File: src/rtl/trace_pkg.sv
// Shared types and constants for the retire trace unit: record layout, kinds,
// serializer states and the header word layout.
package trace_pkg;

    localparam logic [1:0] KIND_REG   = 2'b01;
    localparam logic [1:0] KIND_STORE = 2'b10;
    localparam logic [1:0] KIND_BOTH  = 2'b11;

    localparam logic [2:0] ST_IDLE = 3'd0;
    localparam logic [2:0] ST_HDR  = 3'd1;
    localparam logic [2:0] ST_PC   = 3'd2;
    localparam logic [2:0] ST_ADDR = 3'd3;
    localparam logic [2:0] ST_DATA = 3'd4;

    localparam int HDR_SEQ_LSB  = 24;
    localparam int HDR_KIND_LSB = 16;
    localparam int HDR_RD_LSB   = 0;

    localparam int REC_W = 8 + 2 + 5 + 96;

    typedef struct packed {
        logic [7:0]  seq;
        logic [1:0]  kind;
        logic [4:0]  rd;
        logic [31:0] pc;
        logic [31:0] addr;
        logic [31:0] data;
    } trace_rec_t;

    function automatic logic [31:0] hdr_word(input trace_rec_t r);
        logic [31:0] w;
        w = '0;
        w[HDR_SEQ_LSB +: 8]  = r.seq;
        w[HDR_KIND_LSB +: 2] = r.kind;
        w[HDR_RD_LSB +: 5]   = r.rd;
        return w;
    endfunction

endpackage

File: src/rtl/retire_trace_unit_if.sv
// Retire-side inputs and the trace word stream of the retire trace unit.
// master = core/host side, slave = the trace unit.
interface retire_trace_if;
    logic        trace_en;
    logic [31:0] wb_pc;
    logic [31:0] wb_instruction;
    logic [31:0] wb_write_data;
    logic [4:0]  wb_rd_addr;
    logic        wb_RegWrite;
    logic        wb_MemWrite;
    logic [31:0] wb_mem_addr;
    logic [31:0] wb_mem_wdata;
    logic        out_valid;
    logic        out_ready;
    logic [31:0] out_data;
    logic        out_last;

    modport master (
        output trace_en, wb_pc, wb_instruction, wb_write_data, wb_rd_addr,
               wb_RegWrite, wb_MemWrite, wb_mem_addr, wb_mem_wdata, out_ready,
        input  out_valid, out_data, out_last
    );

    modport slave (
        input  trace_en, wb_pc, wb_instruction, wb_write_data, wb_rd_addr,
               wb_RegWrite, wb_MemWrite, wb_mem_addr, wb_mem_wdata, out_ready,
        output out_valid, out_data, out_last
    );
endinterface

File: src/rtl/trace_fifo.sv
// Generic synchronous FIFO; a pop frees the slot a same-cycle push needs when full.
module trace_fifo #(
    parameter int unsigned WIDTH = 8,
    parameter int unsigned DEPTH = 16
) (
    input  logic                     clk,
    input  logic                     reset,
    input  logic                     push,
    input  logic                     pop,
    input  logic [WIDTH-1:0]         wdata,
    output logic [WIDTH-1:0]         rdata,
    output logic                     full,
    output logic                     empty,
    output logic [$clog2(DEPTH):0]   level
);
    localparam int AW = $clog2(DEPTH);

    logic [WIDTH-1:0] mem [DEPTH];
    logic [AW-1:0]    wr_ptr, rd_ptr;
    logic [AW:0]      count;
    logic             do_push, do_pop;

    assign empty   = (count == '0);
    assign full    = (count == (AW+1)'(DEPTH));
    assign do_pop  = pop && !empty;
    assign do_push = push && (!full || do_pop);
    assign rdata   = mem[rd_ptr];
    assign level   = count;

    always_ff @(posedge clk) begin
        if (do_push) mem[wr_ptr] <= wdata;
    end

    always_ff @(posedge clk) begin
        if (reset) begin
            wr_ptr <= '0;
            rd_ptr <= '0;
            count  <= '0;
        end else begin
            if (do_push) wr_ptr <= wr_ptr + AW'(1);
            if (do_pop)  rd_ptr <= rd_ptr + AW'(1);
            count <= count + (AW+1)'(do_push) - (AW+1)'(do_pop);
        end
    end
endmodule

File: src/rtl/retire_trace_unit.sv
// Captures WB-stage register writes and stores into a record FIFO and streams
// each record out as four 32-bit words (header, pc, addr, data).
module retire_trace_unit
    import trace_pkg::*;
#(
    parameter int unsigned DEPTH = 16,
    parameter int unsigned CNT_W = 16
) (
    input  logic                   clk,
    input  logic                   reset,
    retire_trace_if.slave          rt,
    output logic                   overflow,
    output logic [CNT_W-1:0]       drop_count,
    output logic [$clog2(DEPTH):0] fifo_level
);
    logic [7:0]       seq_q;
    logic [2:0]       state_q;
    trace_rec_t       rec_in, cur_q;
    logic [REC_W-1:0] head_bits;
    logic             rd_write, ev, pop, full, empty, drop;
    logic             unused_instr;

    assign unused_instr = ^rt.wb_instruction;

    assign rd_write = rt.wb_RegWrite && (rt.wb_rd_addr != 5'd0);
    assign ev       = rt.trace_en && (rd_write || rt.wb_MemWrite);
    assign pop      = (state_q == ST_DATA) && rt.out_ready;
    assign drop     = ev && full && !pop;

    always_comb begin
        rec_in.seq  = seq_q;
        rec_in.kind = rt.wb_MemWrite ? (rd_write ? KIND_BOTH : KIND_STORE) : KIND_REG;
        rec_in.rd   = rt.wb_rd_addr;
        rec_in.pc   = rt.wb_pc;
        rec_in.addr = rt.wb_MemWrite ? rt.wb_mem_addr : 32'd0;
        rec_in.data = rt.wb_MemWrite ? rt.wb_mem_wdata : rt.wb_write_data;
    end

    trace_fifo #(
        .WIDTH (REC_W),
        .DEPTH (DEPTH)
    ) u_fifo (
        .clk   (clk),
        .reset (reset),
        .push  (ev),
        .pop   (pop),
        .wdata (rec_in),
        .rdata (head_bits),
        .full  (full),
        .empty (empty),
        .level (fifo_level)
    );

    always_ff @(posedge clk) begin
        if (reset) begin
            seq_q      <= 8'd0;
            overflow   <= 1'b0;
            drop_count <= '0;
        end else begin
            if (ev) seq_q <= seq_q + 8'd1;
            if (drop) begin
                overflow <= 1'b1;
                if (drop_count != '1) drop_count <= drop_count + CNT_W'(1);
            end
        end
    end

    // The head stays in the FIFO until its DATA word is accepted.
    always_ff @(posedge clk) begin
        if (reset) begin
            state_q <= ST_IDLE;
            cur_q   <= '0;
        end else begin
            unique case (state_q)
                ST_IDLE: begin
                    if (!empty) begin
                        cur_q   <= trace_rec_t'(head_bits);
                        state_q <= ST_HDR;
                    end
                end
                ST_HDR:  if (rt.out_ready) state_q <= ST_PC;
                ST_PC:   if (rt.out_ready) state_q <= ST_ADDR;
                ST_ADDR: if (rt.out_ready) state_q <= ST_DATA;
                ST_DATA: if (rt.out_ready) state_q <= ST_IDLE;
                default: state_q <= ST_IDLE;
            endcase
        end
    end

    always_comb begin
        rt.out_valid = (state_q != ST_IDLE);
        rt.out_last  = (state_q == ST_DATA);
        rt.out_data  = 32'd0;
        unique case (state_q)
            ST_HDR:  rt.out_data = hdr_word(cur_q);
            ST_PC:   rt.out_data = cur_q.pc;
            ST_ADDR: rt.out_data = cur_q.addr;
            ST_DATA: rt.out_data = cur_q.data;
            default: rt.out_data = 32'd0;
        endcase
    end
endmodule
File: src/flat_wrapper.sv
// flat-port wrapper written by rule: the top's interface ports become plain ports
module retire_trace_unit_flat import trace_pkg::*;
#(
    parameter int unsigned DEPTH = 16,
    parameter int unsigned CNT_W = 16
)
  (clk, reset, overflow, drop_count, fifo_level, rt_trace_en, rt_wb_pc, rt_wb_instruction, rt_wb_write_data, rt_wb_rd_addr, rt_wb_RegWrite, rt_wb_MemWrite, rt_wb_mem_addr, rt_wb_mem_wdata, rt_out_ready, rt_out_valid, rt_out_data, rt_out_last);
  retire_trace_if rt_i ();
  input  logic clk;
  input  logic reset;
  output logic overflow;
  output logic [CNT_W-1:0] drop_count;
  output logic [$clog2(DEPTH):0] fifo_level;
  input wire logic [$bits(rt_i.trace_en)-1:0] rt_trace_en;
  input wire logic [$bits(rt_i.wb_pc)-1:0] rt_wb_pc;
  input wire logic [$bits(rt_i.wb_instruction)-1:0] rt_wb_instruction;
  input wire logic [$bits(rt_i.wb_write_data)-1:0] rt_wb_write_data;
  input wire logic [$bits(rt_i.wb_rd_addr)-1:0] rt_wb_rd_addr;
  input wire logic [$bits(rt_i.wb_RegWrite)-1:0] rt_wb_RegWrite;
  input wire logic [$bits(rt_i.wb_MemWrite)-1:0] rt_wb_MemWrite;
  input wire logic [$bits(rt_i.wb_mem_addr)-1:0] rt_wb_mem_addr;
  input wire logic [$bits(rt_i.wb_mem_wdata)-1:0] rt_wb_mem_wdata;
  input wire logic [$bits(rt_i.out_ready)-1:0] rt_out_ready;
  output wire logic [$bits(rt_i.out_valid)-1:0] rt_out_valid;
  output wire logic [$bits(rt_i.out_data)-1:0] rt_out_data;
  output wire logic [$bits(rt_i.out_last)-1:0] rt_out_last;
  assign rt_i.trace_en = rt_trace_en;
  assign rt_i.wb_pc = rt_wb_pc;
  assign rt_i.wb_instruction = rt_wb_instruction;
  assign rt_i.wb_write_data = rt_wb_write_data;
  assign rt_i.wb_rd_addr = rt_wb_rd_addr;
  assign rt_i.wb_RegWrite = rt_wb_RegWrite;
  assign rt_i.wb_MemWrite = rt_wb_MemWrite;
  assign rt_i.wb_mem_addr = rt_wb_mem_addr;
  assign rt_i.wb_mem_wdata = rt_wb_mem_wdata;
  assign rt_i.out_ready = rt_out_ready;
  assign rt_out_valid = rt_i.out_valid;
  assign rt_out_data = rt_i.out_data;
  assign rt_out_last = rt_i.out_last;
  retire_trace_unit #(.DEPTH(DEPTH), .CNT_W(CNT_W)) u_core (.clk(clk), .reset(reset), .rt(rt_i), .overflow(overflow), .drop_count(drop_count), .fifo_level(fifo_level));
endmodule
File: config.mk
export PLATFORM = sky130hd
export DESIGN_NAME = retire_trace_unit_flat
export DESIGN_NICKNAME = d
export VERILOG_FILES = /design/src/rtl/trace_pkg.sv /design/src/rtl/retire_trace_unit_if.sv /design/src/rtl/trace_fifo.sv /design/src/rtl/retire_trace_unit.sv /design/src/flat_wrapper.sv
export SDC_FILE = /design/constraint.sdc
export NUM_CORES = 2
export LEC_CHECK = 0
export BUFFER_PORTS_ARGS = -buffer_cell sky130_fd_sc_hd__buf_2
export CAP_MARGIN = 30
export CELL_PAD_IN_SITES_DETAIL_PLACEMENT = 0
export CELL_PAD_IN_SITES_GLOBAL_PLACEMENT = 1
export CORE_MARGIN = 2
export CORE_UTILIZATION = 55
export CTS_CLUSTER_SIZE = 8
export DETAILED_ROUTE_END_ITERATION = 8
export GPL_TIMING_DRIVEN = 0
export PLACE_DENSITY = 0.89
export RECOVER_POWER = 50
export SLEW_MARGIN = 20
export SYNTH_ARGS = -nofsm -noshare
export SYNTH_HDL_FRONTEND = slang
export SYNTH_SLANG_ARGS = --single-unit
export TNS_END_PERCENT = 10
File: constraint.sdc
create_clock -name clk -period 13.5 [get_ports clk]
set_clock_uncertainty 0.15 [all_clocks]
set_input_delay 1.35 -clock clk [delete_from_list [all_inputs] [get_ports clk]]
set_output_delay 1.35 -clock clk [all_outputs]
set_load 0.005 [all_outputs]
==> run summary <==
* DP HPWL: 127,400 µm
* highest-count cells in the layout ignoring fill and taps: 1,776 x sky130_fd_sc_hd__edfxtp_1, 444 x sky130_fd_sc_hd__mux4_2, 365 x sky130_fd_sc_hd__clkbuf_1, 299 x sky130_fd_sc_hd__clkbuf_16, 237 x sky130_fd_sc_hd__o22ai_1
* number of different library cells in the post-synthesis netlist: 44
* final hold slack: 0.3275 ns
* Clk pwr share: 43.6%
* post-synthesis register bit count: 1,928
* cell area power density: 173.5 nW/µm²
* setup slack after layout: 7.893 ns
* Worst Hold Class: flop to flop
* data required time at the worst endpoint: 12.00 ns
* number of hold-slack violations in the final timing report: 0
* GRT Overall Usage: 31.68%
* average wire per standard cell: 35.72 µm
* Max stage delay on crit path: 0.61 ns
* final critical-path share of the clock period: 41.53%
* slew at the pin closest to its max-slew limit: 1.865 ns
* top post-synthesis cells by area: sky130_fd_sc_hd__edfxtp_1 73%, sky130_fd_sc_hd__mux4_2 14%, sky130_fd_sc_hd__dfxtp_1 4.2%
* yosys warns: 0
* Synth top area share: 73.10%
* top flip-flop cell by instance count after synthesis: sky130_fd_sc_hd__edfxtp_1
* ordered cell list for the critical path: clkbuf_1 > nor2b_1 > clkbuf_1 > a22oi_1 > o21ai_0 > buf_2
* endpoints failing setup: 0
* share of synthesized flip-flops with an asynchronous set or reset: 0%
* CTS root buf: sky130_fd_sc_hd__clkbuf_16
* number of placement rows: 133
* First-pass DRT Iterations: 6
* top achievable clock speed: 0.1784 GHz
* number of DRC violations after detailed-routing iteration 0: 7,444
* total via count after detailed routing: 41,479
* wire length of the first global-routing pass: 302,700 µm
* area of the placeable core: 131,600 µm²
* worst slack after detailed placement: 8.173 ns
* number of I/O port buffers: 193
* layout cell share with drive strength beyond 1: 28.57%
* maximum number of pins on one net before global-route repair: 24
* number of flops mapped to enable cells by yosys: 1,776
* die extent in y: 368.2 µm
* CTS sink count: 1,928
* Longest Clk Path Bufs: 4
* max cap viols: 10
* sequential cell area fraction in the yosys report: 77.27%
* clock-pin slew on the worst setup and hold paths: 0.05 ns
* crit start category: flop
* RSZ-0062 raised after global routing: no
* combinational share of power: 8.7%
* cell repeated most along the worst path: sky130_fd_sc_hd__clkbuf_1
* dominant cell type by area after synthesis: sky130_fd_sc_hd__edfxtp_1
* area enclosed by the die boundary: 135,600 µm²
* run status: finished, violations left
* top-level I/O count: 227
* routability-driven placement congestion ratio: 0.8387
* Avg Vias per Cell: 6.917
* number of hold buffers added after CTS: 0
* antenna violations before repair: 19
* PostCTS Resize Cnt: 0
* TritonCTS clock tree: built
* worst slew margin relative to its limit: -24.80%
* Post-CTS Repair Setup Buffers: 0
* relative contribution of sequential cells to total power: 47.7%
* Cell Count, Final, Fillers Out: 5,997
* Routed Wire Length: 214,200 µm
* # DRC: 0
* switching power of the nets: 3746 µW
* maximum level of the CTS H-tree: 5
* clock latency on the worst-skew pair: 0.89 ns
* crit-path max FO: 10
* arrival time reported for the critical path endpoint: 4.11 ns
* post-synthesis instance total: 3,407
* Pins Over Slew Limit: 101
* GRT Residual Overflow: 0
* Die Span X: 368.2 µm
* mean area per synthesized cell: 21.41 µm²
* internal power: 11,330 µW
* net count after synthesis: 3,592
* number of buffers inserted during clock tree synthesis: 291
* Net Sw Frac: 24.85%
* Fin Setup TNS: 0 ns
* maximum ir drop on the vdd rail: 0.0001016 V
* critical path's slowest cell: sky130_fd_sc_hd__o21ai_0
* most common cell after layout, fill and taps aside: sky130_fd_sc_hd__edfxtp_1
* Syn Std Cell Area: 72,960 µm²
* initial core utilization: 55.43%
* Area Overhead vs Synth: 19.08%
* vias in the first global route: 41,683
* fin nets: 4,253
* placed cells: 5,519
* critical path type: flop to primary output
* Post-DRT Antenna Nets: 0
* failing checks: capacitance limit, slew limit
* crit path time final: 5.607 ns
* Setup crit end kind: primary output
* static leakage power: 0.02737 µW
Yosys cell counts (4+ instances only):
library cell                  n
sky130_fd_sc_hd__buf_2       24
sky130_fd_sc_hd__nor4_1       7
sky130_fd_sc_hd__xnor2_1     13
sky130_fd_sc_hd__clkbuf_1   155
sky130_fd_sc_hd__mux2i_1     20
sky130_fd_sc_hd__buf_1       32
sky130_fd_sc_hd__or3_1        4
sky130_fd_sc_hd__a21oi_1      7
sky130_fd_sc_hd__nand2_1     39
sky130_fd_sc_hd__edfxtp_1  1776
sky130_fd_sc_hd__nor2_1      46
sky130_fd_sc_hd__nor2b_1      8
sky130_fd_sc_hd__mux2_2     144
sky130_fd_sc_hd__a22oi_1     32
sky130_fd_sc_hd__and4_1       4
sky130_fd_sc_hd__o22ai_1    237
sky130_fd_sc_hd__and2_1      36
sky130_fd_sc_hd__or4_1        4
sky130_fd_sc_hd__nand3_1      9
sky130_fd_sc_hd__nand4_1      7
sky130_fd_sc_hd__o21ai_0     22
sky130_fd_sc_hd__inv_1       11
sky130_fd_sc_hd__mux4_2     444
sky130_fd_sc_hd__and3_1       5
sky130_fd_sc_hd__ha_1        13
sky130_fd_sc_hd__nand2b_1     5
sky130_fd_sc_hd__nor3_1     122
sky130_fd_sc_hd__xor2_1      13
sky130_fd_sc_hd__dfxtp_1    152
path summary, 6_finish.rpt:
kind	from	end	slack, ns	cells past startpoint
min	u_core.overflow	u_core.overflow	0.33	2
min reg2reg	u_core.overflow	u_core.overflow	0.33	2
max reg2reg	u_core.state_q[2]	u_core.u_fifo.mem[9][80]	8.90	10
max	u_core.state_q[2]	rt_out_data[21]	7.89	6
final cells by class:
class | instances | area, µm²
antenna | 4 | 10.01
sequential | 1928 | 56370
clock buffer | 456 | 8071
inverter | 11 | 41.29
timing repair buffer | 368 | 3500
clock inverter | 7 | 92.59
multi-input combinational | 1256 | 15760
fill | 7684 | 44750
buffer | 212 | 839.6
tap | 1755 | 2196
registers in the layout (all words and copies together), names as in the netlist:
name and flops:
u_core.seq_q 8, u_core.overflow 1, u_core.state_q 3, u_core.u_fifo.level 5, u_core.u_fifo.mem 1776, u_core.u_fifo.wr_ptr 4
u_core.u_fifo.rd_ptr 4, u_core.cur_q 111, u_core.drop_count 16
stage by stage:
step / utilization (%) / area, µm² / power (µW)
2_1_floorplan: - / 72960 / 7770
3_3_place_gp: 57.83 / 76120 / 8405
3_5_place_dp: 59.87 / 78810 / 8445
4_1_cts: 66.07 / 86970 / 15000
5_1_grt: 66.00 / 86870 / 15330
6_report: 66.00 / 86880 / 15070
critical path: cells and delay by family, from the launching register on:
kind                   cells  cell delay [ns]
AOI/OAI and AO/OA          2             1.13
buffers and inverters      3             1.21
DFF                        1             0.37
and+or+nand+nor            1             0.50
power groups by stage:
| stage | logic (µW) | registers, µW | clock network [µW] |
|---|---|---|---|
| CTS | 1270 | 7150 | 6580 |
| finish | 1310 | 7190 | 6570 |
| floorplan | 718 | 7050 | 0 |
| detailed placement | 1200 | 7250 | 0 |
| global route | 1360 | 7160 | 6810 |
| global placement | 1110 | 7290 | 0 |
logic make-up (layout without fill, tap and decap cells):
| logic type | Yosys count | count (layout) | share of synthesized area (%) |
|---|---|---|---|
| DFF | 1928 | 1928 | 77.27 |
| muxes | 609 | 609 | 16.22 |
| AOI/OAI and AO/OA | 305 | 305 | 2.636 |
| and+or+nand+nor | 302 | 302 | 2.118 |
| buffers and inverters | 223 | 1054 | 1.194 |
| xor gates and xnor gates | 26 | 26 | 0.3121 |
| adders and majority gates | 14 | 14 | 0.2504 |
| other | 0 | 4 | 0 |
routing by layer:
| metal | share of wire [%] | track usage, % | vias to the layer above |
|---|---|---|---|
| li1 | - | - | 15696 |
| met1 | 34 | 41.16 | 20995 |
| met2 | 46 | 47.64 | 3989 |
| met3 | 14 | 10.85 | 771 |
| met4 | 6.1 | 16.75 | 28 |
| met5 | 0.083 | 0 | - |
No activity file was read; power rests on OpenSTA's default activity.
